<file path="config.mk">
export PLATFORM = sky130hd
export DESIGN_NAME = red_pitaya_fads_logger
export DESIGN_NICKNAME = d
export VERILOG_FILES = /design/src/rtl/red_pitaya_fads_logger.sv
export SDC_FILE = /design/constraint.sdc
export NUM_CORES = 2
export LEC_CHECK = 0
export BUFFER_PORTS_ARGS = -buffer_cell sky130_fd_sc_hd__buf_4
export CAP_MARGIN = 0
export CORE_ASPECT_RATIO = 2
export CORE_UTILIZATION = 45
export DETAILED_ROUTE_END_ITERATION = 10
export GPL_TIMING_DRIVEN = 0
export PLACE_DENSITY_LB_ADDON = 0.2
export SLEW_MARGIN = 10
export SYNTH_ARGS = -nofsm -noshare
export SYNTH_HDL_FRONTEND = slang
export SYNTH_SLANG_ARGS = --single-unit
</file>
<file path="constraint.sdc">
create_clock -name adc_clk_i -period 25.2 [get_ports adc_clk_i]
set_input_delay 2.52 -clock adc_clk_i [delete_from_list [all_inputs] [get_ports adc_clk_i]]
set_output_delay 2.52 -clock adc_clk_i [all_outputs]
set_load 0.02 [all_outputs]
</file>
<file path="src/rtl/red_pitaya_fads_logger.sv">
// FADS droplet record logger: FIFO of per-droplet records drained over sys bus.
// Records are four 32-bit words; software pops the head after reading it.
module red_pitaya_fads_logger #(
   parameter int AW = 4,
   parameter int IW = 14
) (
   input  logic          adc_clk_i,
   input  logic          adc_rstn_i,
   input  logic          evt_valid_i,
   input  logic [31:0]   evt_id_i,
   input  logic [31:0]   evt_time_i,
   input  logic [31:0]   evt_width_i,
   input  logic [IW-1:0] evt_intensity_i,
   input  logic [7:0]    evt_class_i,
   output logic          not_empty_o,
   output logic          overflow_o,
   input  logic [31:0]   sys_addr,
   input  logic [31:0]   sys_wdata,
   input  logic [3:0]    sys_sel,
   input  logic          sys_wen,
   input  logic          sys_ren,
   output logic [31:0]   sys_rdata,
   output logic          sys_err,
   output logic          sys_ack
);

   localparam int DEPTH = 1 << AW;
   localparam logic [AW:0] FULL_CNT = {1'b1, {AW{1'b0}}};

   logic [31:0] mem_id    [DEPTH];
   logic [31:0] mem_time  [DEPTH];
   logic [31:0] mem_width [DEPTH];
   logic [31:0] mem_info  [DEPTH];

   logic [AW-1:0] wp, rp, wp_n, rp_n;
   logic [AW:0]   count, count_n;
   logic          ovf, ovf_n, enable;
   logic [31:0]   dropped, dropped_n;
   logic [19:0]   addr;
   logic          full, empty, clr, pop_ok, want, push_ok, drop;
   logic [31:0]   info, rd;
   logic          unused_bits;

   assign addr  = sys_addr[19:0];
   assign full  = (count == FULL_CNT);
   assign empty = (count == '0);
   assign info  = {evt_class_i, 8'h00,
                   {(16-IW){evt_intensity_i[IW-1]}}, evt_intensity_i};
   assign sys_err = 1'b0;
   assign unused_bits = ^{sys_sel, sys_addr[31:20], sys_wdata[31:2]};

   // A pop in the same cycle frees the slot a full-FIFO push needs.
   always_comb begin
      clr     = sys_wen && (addr == 20'h004) && sys_wdata[1];
      pop_ok  = sys_wen && (addr == 20'h020) && !empty;
      want    = evt_valid_i && enable && !clr;
      push_ok = want && (!full || pop_ok);
      drop    = want && full && !pop_ok;
      wp_n      = wp;
      rp_n      = rp;
      count_n   = count;
      ovf_n     = ovf;
      dropped_n = dropped;
      if (clr) begin
         wp_n      = '0;
         rp_n      = '0;
         count_n   = '0;
         ovf_n     = 1'b0;
         dropped_n = '0;
      end else begin
         if (push_ok) wp_n = wp + AW'(1);
         if (pop_ok)  rp_n = rp + AW'(1);
         if (push_ok && !pop_ok) count_n = count + (AW+1)'(1);
         if (pop_ok && !push_ok) count_n = count - (AW+1)'(1);
         if (drop) begin
            ovf_n = 1'b1;
            if (dropped != 32'hFFFF_FFFF) dropped_n = dropped + 32'd1;
         end
      end
   end

   always_comb begin
      rd = 32'h0;
      case (addr)
         20'h000: rd = {{(15-AW){1'b0}}, count, 13'b0, ovf, full, empty};
         20'h004: rd = {31'b0, enable};
         20'h008: rd = dropped;
         20'h010: rd = empty ? 32'h0 : mem_id[rp];
         20'h014: rd = empty ? 32'h0 : mem_time[rp];
         20'h018: rd = empty ? 32'h0 : mem_width[rp];
         20'h01C: rd = empty ? 32'h0 : mem_info[rp];
         20'h024: rd = {{(31-AW){1'b0}}, FULL_CNT};
         default: rd = 32'h0;
      endcase
   end

   always_ff @(posedge adc_clk_i) begin
      if (adc_rstn_i && push_ok) begin
         mem_id[wp]    <= evt_id_i;
         mem_time[wp]  <= evt_time_i;
         mem_width[wp] <= evt_width_i;
         mem_info[wp]  <= info;
      end
   end

   always_ff @(posedge adc_clk_i) begin
      if (!adc_rstn_i) begin
         wp          <= '0;
         rp          <= '0;
         count       <= '0;
         ovf         <= 1'b0;
         dropped     <= '0;
         enable      <= 1'b1;
         not_empty_o <= 1'b0;
         overflow_o  <= 1'b0;
         sys_ack     <= 1'b0;
         sys_rdata   <= '0;
      end else begin
         wp          <= wp_n;
         rp          <= rp_n;
         count       <= count_n;
         ovf         <= ovf_n;
         dropped     <= dropped_n;
         not_empty_o <= (count_n != '0);
         overflow_o  <= ovf_n;
         sys_ack     <= sys_wen | sys_ren;
         sys_rdata   <= sys_ren ? rd : 32'h0;
         if (sys_wen && (addr == 20'h004)) enable <= sys_wdata[0];
      end
   end

endmodule

</file>
==> After elaboration in Yosys (flattened, before gate mapping) <==
Memories as Yosys holds them, arrays and structs flattened. A register that Yosys moved wholly into a read port is not among the register bits.
Index checks and enable logic that the tools add are counted.
{ "word_totals": {"ff_bits": 81, "ramBits": 1920, "inputBits": 191, "out_inout_bits": 36, "elab_cells": 72, "n_memories": 4} }
{ "op_classes": {"add_sub_neg": 5, "eq_ne": 10, "n_mux": 18, "n_bitwise": 2, "reduce_logical": 24} }
{ "memory_table": {"columns": ["memory", "words", "width", "read_ports", "rd_ports_with_merged_regs", "write_ports", "line", "source"], "rows": [
  ["mem_id", 16, 32, 1, 1, 1, "30", "logic [31:0] mem_id [DEPTH];"],
  ["mem_time", 16, 32, 1, 1, 1, "31", "logic [31:0] mem_time [DEPTH];"],
  ["mem_width", 16, 32, 1, 1, 1, "32", "logic [31:0] mem_width [DEPTH];"],
  ["mem_info", 16, 24, 1, 1, 1, "33", "logic [31:0] mem_info [DEPTH];"]
]} }
{ "op_table": {"columns": ["op", "count"], "rows": [
  ["one-hot mux 32 bit (8 select lines)", 1],
  ["two-way mux 32 bit", 4],
  ["equality test 20 x 5 -> 1 bit, second input constant", 4],
  ["equality test 20 x 6 -> 1 bit, second input constant", 2],
  ["adder 32 x 1 -> 32 bit, second input constant", 1],
  ["two-way mux 4 bit", 8],
  ["!= test 32 bit, second input constant", 1],
  ["equality test 20 x 3 -> 1 bit, second input constant", 1],
  ["equality test 20 x 4 -> 1 bit, second input constant", 1],
  ["zero test 20 bit", 1],
  ["two-way mux 5 bit", 3],
  ["logical AND 1 bit", 12],
  ["adder 4 x 1 -> 4 bit, second input constant", 2],
  ["adder 5 x 1 -> 5 bit, second input constant", 1],
  ["equality test 5 bit, second input constant", 1],
  ["zero test 1 bit", 5],
  ["zero test 5 bit", 1],
  ["nonzero test 5 bit", 1],
  ["subtractor 5 x 1 -> 5 bit, second input constant", 1],
  ["AND reduction 2 bit", 2],
  ["two-way mux 1 bit", 2],
  ["OR reduction 2 bit", 1],
  ["logical OR 1 bit", 1],
  ["inverter 1 bit", 1],
  ["OR 1 bit", 1]
]} }

==> Longest topological paths before layout <==
{ "depth": {"depth_word": 11, "ltp_mapped": 11, "ltp_nobuf": 9} }

==> Worst setup path after synthesis <==
No wires, ideal clock.
{ "synth_timing": {"kind": "input to register", "from": "input sys_addr[13]", "to": "memory mem_id[2][0] (enable)", "setup_ns": 0.739, "arrival_ns": 12.361, "required_ns": 24.461, "slack_ns": 12.099, "path_stages": 8, "path_buffers": 2, "path_cell_list": "nor4_1 > nand4_1 > buf_2 > or3_1 > clkbuf_1 > a211oi_4 > nand3_1 > nor3_1"} }
{ "synth_between": {"elab_chain_len": 9} }
{ "synth_rtl": {"columns": ["item", "line", "source"], "rows": [
  ["start: declaration", "17", "input logic [31:0] sys_addr,"],
  ["equality test 20 x 3 -> 1 bit", "54", "clr = sys_wen && (addr == 20'h004) && sys_wdata[1];"],
  ["logical AND 1 bit (2 in series)", "54", null],
  ["zero test 1 bit", "56", "want = evt_valid_i && enable && !clr;"],
  ["logical AND 1 bit", "56", null],
  ["logical AND 1 bit *", "57", "push_ok = want && (!full || pop_ok);"],
  ["logical AND 1 bit *", "98", "if (adc_rstn_i && push_ok) begin"],
  ["two-way mux 1 bit *", "98", null],
  ["two-way mux 1 bit (not written as such) *", "99", "mem_id[wp] <= evt_id_i;"],
  ["end: declaration", "30", null]
]} }
Every way passes the cells marked *; elsewhere a longest branch is shown, timed or not.

==> Final worst setup path <==
{ "layout_timing": {"from": "input sys_addr[14]", "to": "memory mem_id[1][6] (enable)"} }
Same word-level chain as after synthesis.

==> run summary <==
The clock latency on the worst-skew pair is 0.81 ns. The wire length of the first global-routing pass is 311000 um. Counting along the longest clock path gives a buffer depth of 4. The number of enable flip-flop cells after synthesis is 1888. Pin placement for this block handled 227 I/O pins.

The net count of the finished layout is 4128. Of the total power, registers draw 0.571. The area of the mapped netlist came out at 74800 sq um. The number of detailed-route iterations in the first pass came out at 7. The die span in x is 290 um. The internal power of the cells totals 5.08 mW. The worst register-to-register path has a depth of 17. Post-CTS timing repair inserted 0 buffers for setup. The type of element capturing the critical path is a flip-flop. The share of synthesized area occupied by flip-flops and latches is 0.781. The library cell contributing the largest single delay on the critical path is nor4_1. The starting density of the core is 0.453. After synthesis the netlist holds a flip-flop and latch count of 1973.

The layout overhead on the synthesized area came out at 16.4%. The distinct cell type count after synthesis came out at 58. The part of the total power dissipated in combinational logic came out at 0.020. The clock network power share is 0.409.

The worst slack at placement came out at 16.61 ns. The count of yosys warnings during synthesis is 0. The worst pin sits at a relative slew slack of 0.0693. The setup skew after layout is 0.0266 ns. The post-DP HPWL is 160000 um. Measured on the finished design, the core utilization comes to 0.528. In the layout the commonest cells are edfxtp_1 (1888), mux4_2 (483), buf_4 (239).

The overall global routing resource usage came out at 0.270. The final number of max-transition violations came out at 0. The H-tree generated during clock tree synthesis spans 4 levels. The most numerous cell on the critical path is buf_4. Of the total power, the share spent switching nets is 0.199. The floorplan step defined a core boundary enclosing 165000 sq um. The most used flip-flop cell after synthesis is edfxtp_1. After global routing the overflow that remains totals 0. The CTS buffer count is 172.

The endpoint required time on the critical path came out at 25.69 ns. The post-cts sizing count is 0. The initial antenna violation count is 23. The final setup violation count came out at 0. The post-route clock period utilization came out at 0.311.

The launch instance of the worst min-delay path is dropped[30]. The leakage power came out at 26.7 nW. CTS saw 1973 sinks. The site row count is 211. Setup repair after global routing left no endpoint under its margin. Tracing the worst setup path back leads to its startpoint at sys_addr[14]. The weighted congestion at the end of routability-driven global placement came out at 0.852. The total via count in the routed design is 38700. The max-capacitance violation count is 0. Synthesis produced a netlist whose cell count is 3400. The number of I/O port buffers is 178. The maximum vdd drop came out at 52.4 uV.

The power dissipated by switching net loads came out at 1.26 mW. Static timing analysis puts the maximum clock frequency at 127 MHz. The clock root buffer is clkbuf_16. The worst hold path passes through 2 cells. The remaining number of nets flagged by the antenna check after routing came out at 0. The synthesized area per cell came out at 22.0 sq um. The number of hold buffers added after cts is 0.

The via count of the first global-routing pass came out at 39200. Synthesis produced a netlist with a net count of 3600. The largest single stage delay on the critical path is 1.07 ns. STA classifies the critical path startpoint as an input pin.

The mean routed wirelength per cell is 36.5 um. The minimum clock period is 7.85 ns. After clock tree synthesis, the clock-pin slew on the worst setup and hold paths is 0.06 ns. The final worst-path setup slack is 17.35 ns. In this run the power density over the cells is 72.8 nW/um^2. The startpoint of the worst-slack reg-to-reg timing path is count[0]. The path type of the worst min-delay path is flip-flop to flip-flop. The critical path goes through buf_4 -> nor4_1 -> nand4_1 -> buf_2 -> or3_1 -> clkbuf_1 -> a211oi_4 -> nand3_1 -> nor3_2 -> buf_4 -> buf_4 -> buf_6 -> buf_4 -> buf_4 -> buf_4 -> buf_4. The final instance count without filler cells is 6191. The total count of hold-check failures in the final report is 0. The sum of negative setup slack came out at 0 ns. TritonCTS built the clock tree. Counting tap cells, the placed design contains a total of 5884 instances. The fraction of final layout cells with drive strength greater than 1 is 0.294. The arrival time of the worst setup path is 8.34 ns. The transition time at the pin with the least slew margin is 1.40 ns. The critical path is of the input pin to flip-flop type. Entering global routing, the biggest net connects 21 pins. The routed via count divided by cell count came out at 6.25. For this run, design rule violations remaining after detail routing come to 0. The share of flip-flops with an asynchronous set or reset after synthesis came out at 0.

The run finished with clean final reports. The sum of internal, switching and leakage power came out at 6.34 mW. Leaving out fill and tap cells, the most frequent cell in the layout is edfxtp_1.

The starting DRC count in detailed routing came out at 3773. In this run the vertical extent of the chip is 579 um. Wires add up to 226000 um.

Of all nets on the critical path, the largest fanout is 10. The floorplan step defined a die boundary enclosing 168000 sq um.
-- cells by family (layout without fill, tap and decap cells) --
kind of cell / count (synthesis) / in the layout / synth area share
DFF: 1973 / 1973 / 0.781
muxes: 503 / 503 / 0.148
AOI/OAI and AO/OA: 349 / 349 / 0.0310
and+or+nand+nor: 334 / 334 / 0.0236
buffers and inverters: 198 / 855 / 0.0112
xor gates and xnor gates: 33 / 33 / 0.00386
adders and majority gates: 9 / 9 / 0.00151
other: 1 / 5 / 0.0000501
-- power groups by stage --
| stage | combinational (mW) | sequential [mW] | clock, mW |
|---|---|---|---|
| final | 0.130 | 3.62 | 2.59 |
| after detailed placement | 0.130 | 3.69 | 0 |
| after floorplan | 0.0399 | 3.69 | 0 |
| after global routing | 0.138 | 3.62 | 2.73 |
| after CTS | 0.130 | 3.62 | 2.62 |
| after global placement | 0.115 | 3.70 | 0 |
-- critical path, delay by kind of cell --
kind            cells  cell delay (ns)
simple gates        5             3.00
buf+inv            10             2.30
compound gates      1             0.47
-- layout make-up --
type	count	area (sq um)
fill	12600	77900
sequential	1973	58400
multi-input combinational	1229	15800
clock buffer	224	4630
timing repair buffer	354	4030
tap	2130	2670
buffer	192	828
clock inverter	79	691
inverter	6	22.5
antenna	4	10.0
-- metal layers --
layer | part of all wire | GRT usage | vias up
met1 | 0.35 | 0.310 | 20900
met4 | 0.059 | 0.142 | 28
met2 | 0.53 | 0.484 | 1745
met5 | 0.00083 | 0 | -
met3 | 0.065 | 0.0437 | 471
li1 | - | - | 15500
-- cell usage after synthesis (3+ instances only) --
| cell type | instances | area [sq um] |
|---|---|---|
| a221oi_1 | 3 | 26.3 |
| and3_1 | 10 | 62.6 |
| inv_1 | 6 | 22.5 |
| mux2i_1 | 20 | 200 |
| and4_1 | 5 | 43.8 |
| nand4_1 | 19 | 119 |
| clkbuf_1 | 113 | 424 |
| nand2_1 | 51 | 191 |
| xnor2_1 | 9 | 78.8 |
| buf_1 | 18 | 67.6 |
| ha_1 | 9 | 113 |
| or4_1 | 5 | 37.5 |
| a31oi_1 | 6 | 37.5 |
| o21ai_0 | 32 | 160 |
| buf_2 | 58 | 290 |
| nand3_1 | 34 | 170 |
| edfxtp_1 | 1888 | 56700 |
| dfxtp_1 | 85 | 1700 |
| nor2b_1 | 22 | 138 |
| or3_1 | 9 | 56.3 |
| xor2_1 | 24 | 210 |
| a22oi_1 | 100 | 751 |
| a211oi_1 | 43 | 323 |
| mux4_2 | 483 | 10900 |
| nor2_1 | 65 | 244 |
| nand2b_1 | 8 | 50.1 |
| o22ai_1 | 92 | 576 |
| nor4_1 | 30 | 188 |
| nor3_1 | 54 | 270 |
| a21oi_1 | 57 | 285 |
| and2_1 | 7 | 43.8 |
| or2_2 | 4 | 25.0 |
-- path summary, 6_finish.rpt --
path / to / slack [ns]
worst max-delay path: mem_id[1][6] / 17.35
worst min-delay path: sys_rdata[30] / 0.48
worst max register to register: mem_id[1][6] / 19.54
worst min register to register: sys_rdata[30] / 0.48
-- sequential cells by signal, indices dropped and copies added, names as in the netlist, named ones only --
signal / cells
mem_id: 512
mem_time: 512
mem_width: 512
mem_info: 352
dropped: 32
sys_rdata: 32
count: 5
rp: 4
wp: 4
enable: 1
not_empty_o: 1
ovf: 1
sys_ack: 1
-- stage by stage --
| step | area, sq um | hold slack, ns |
|---|---|---|
| final | 87100 | 0.482 |
| after global placement | 78800 | 0.452 |
| after floorplan | 74800 | 0.425 |
| after global routing | 87100 | 0.499 |
| after CTS | 87000 | 0.480 |
| after detailed placement | 81700 | 0.457 |
Note: power is estimated with default switching activity, not from simulation.
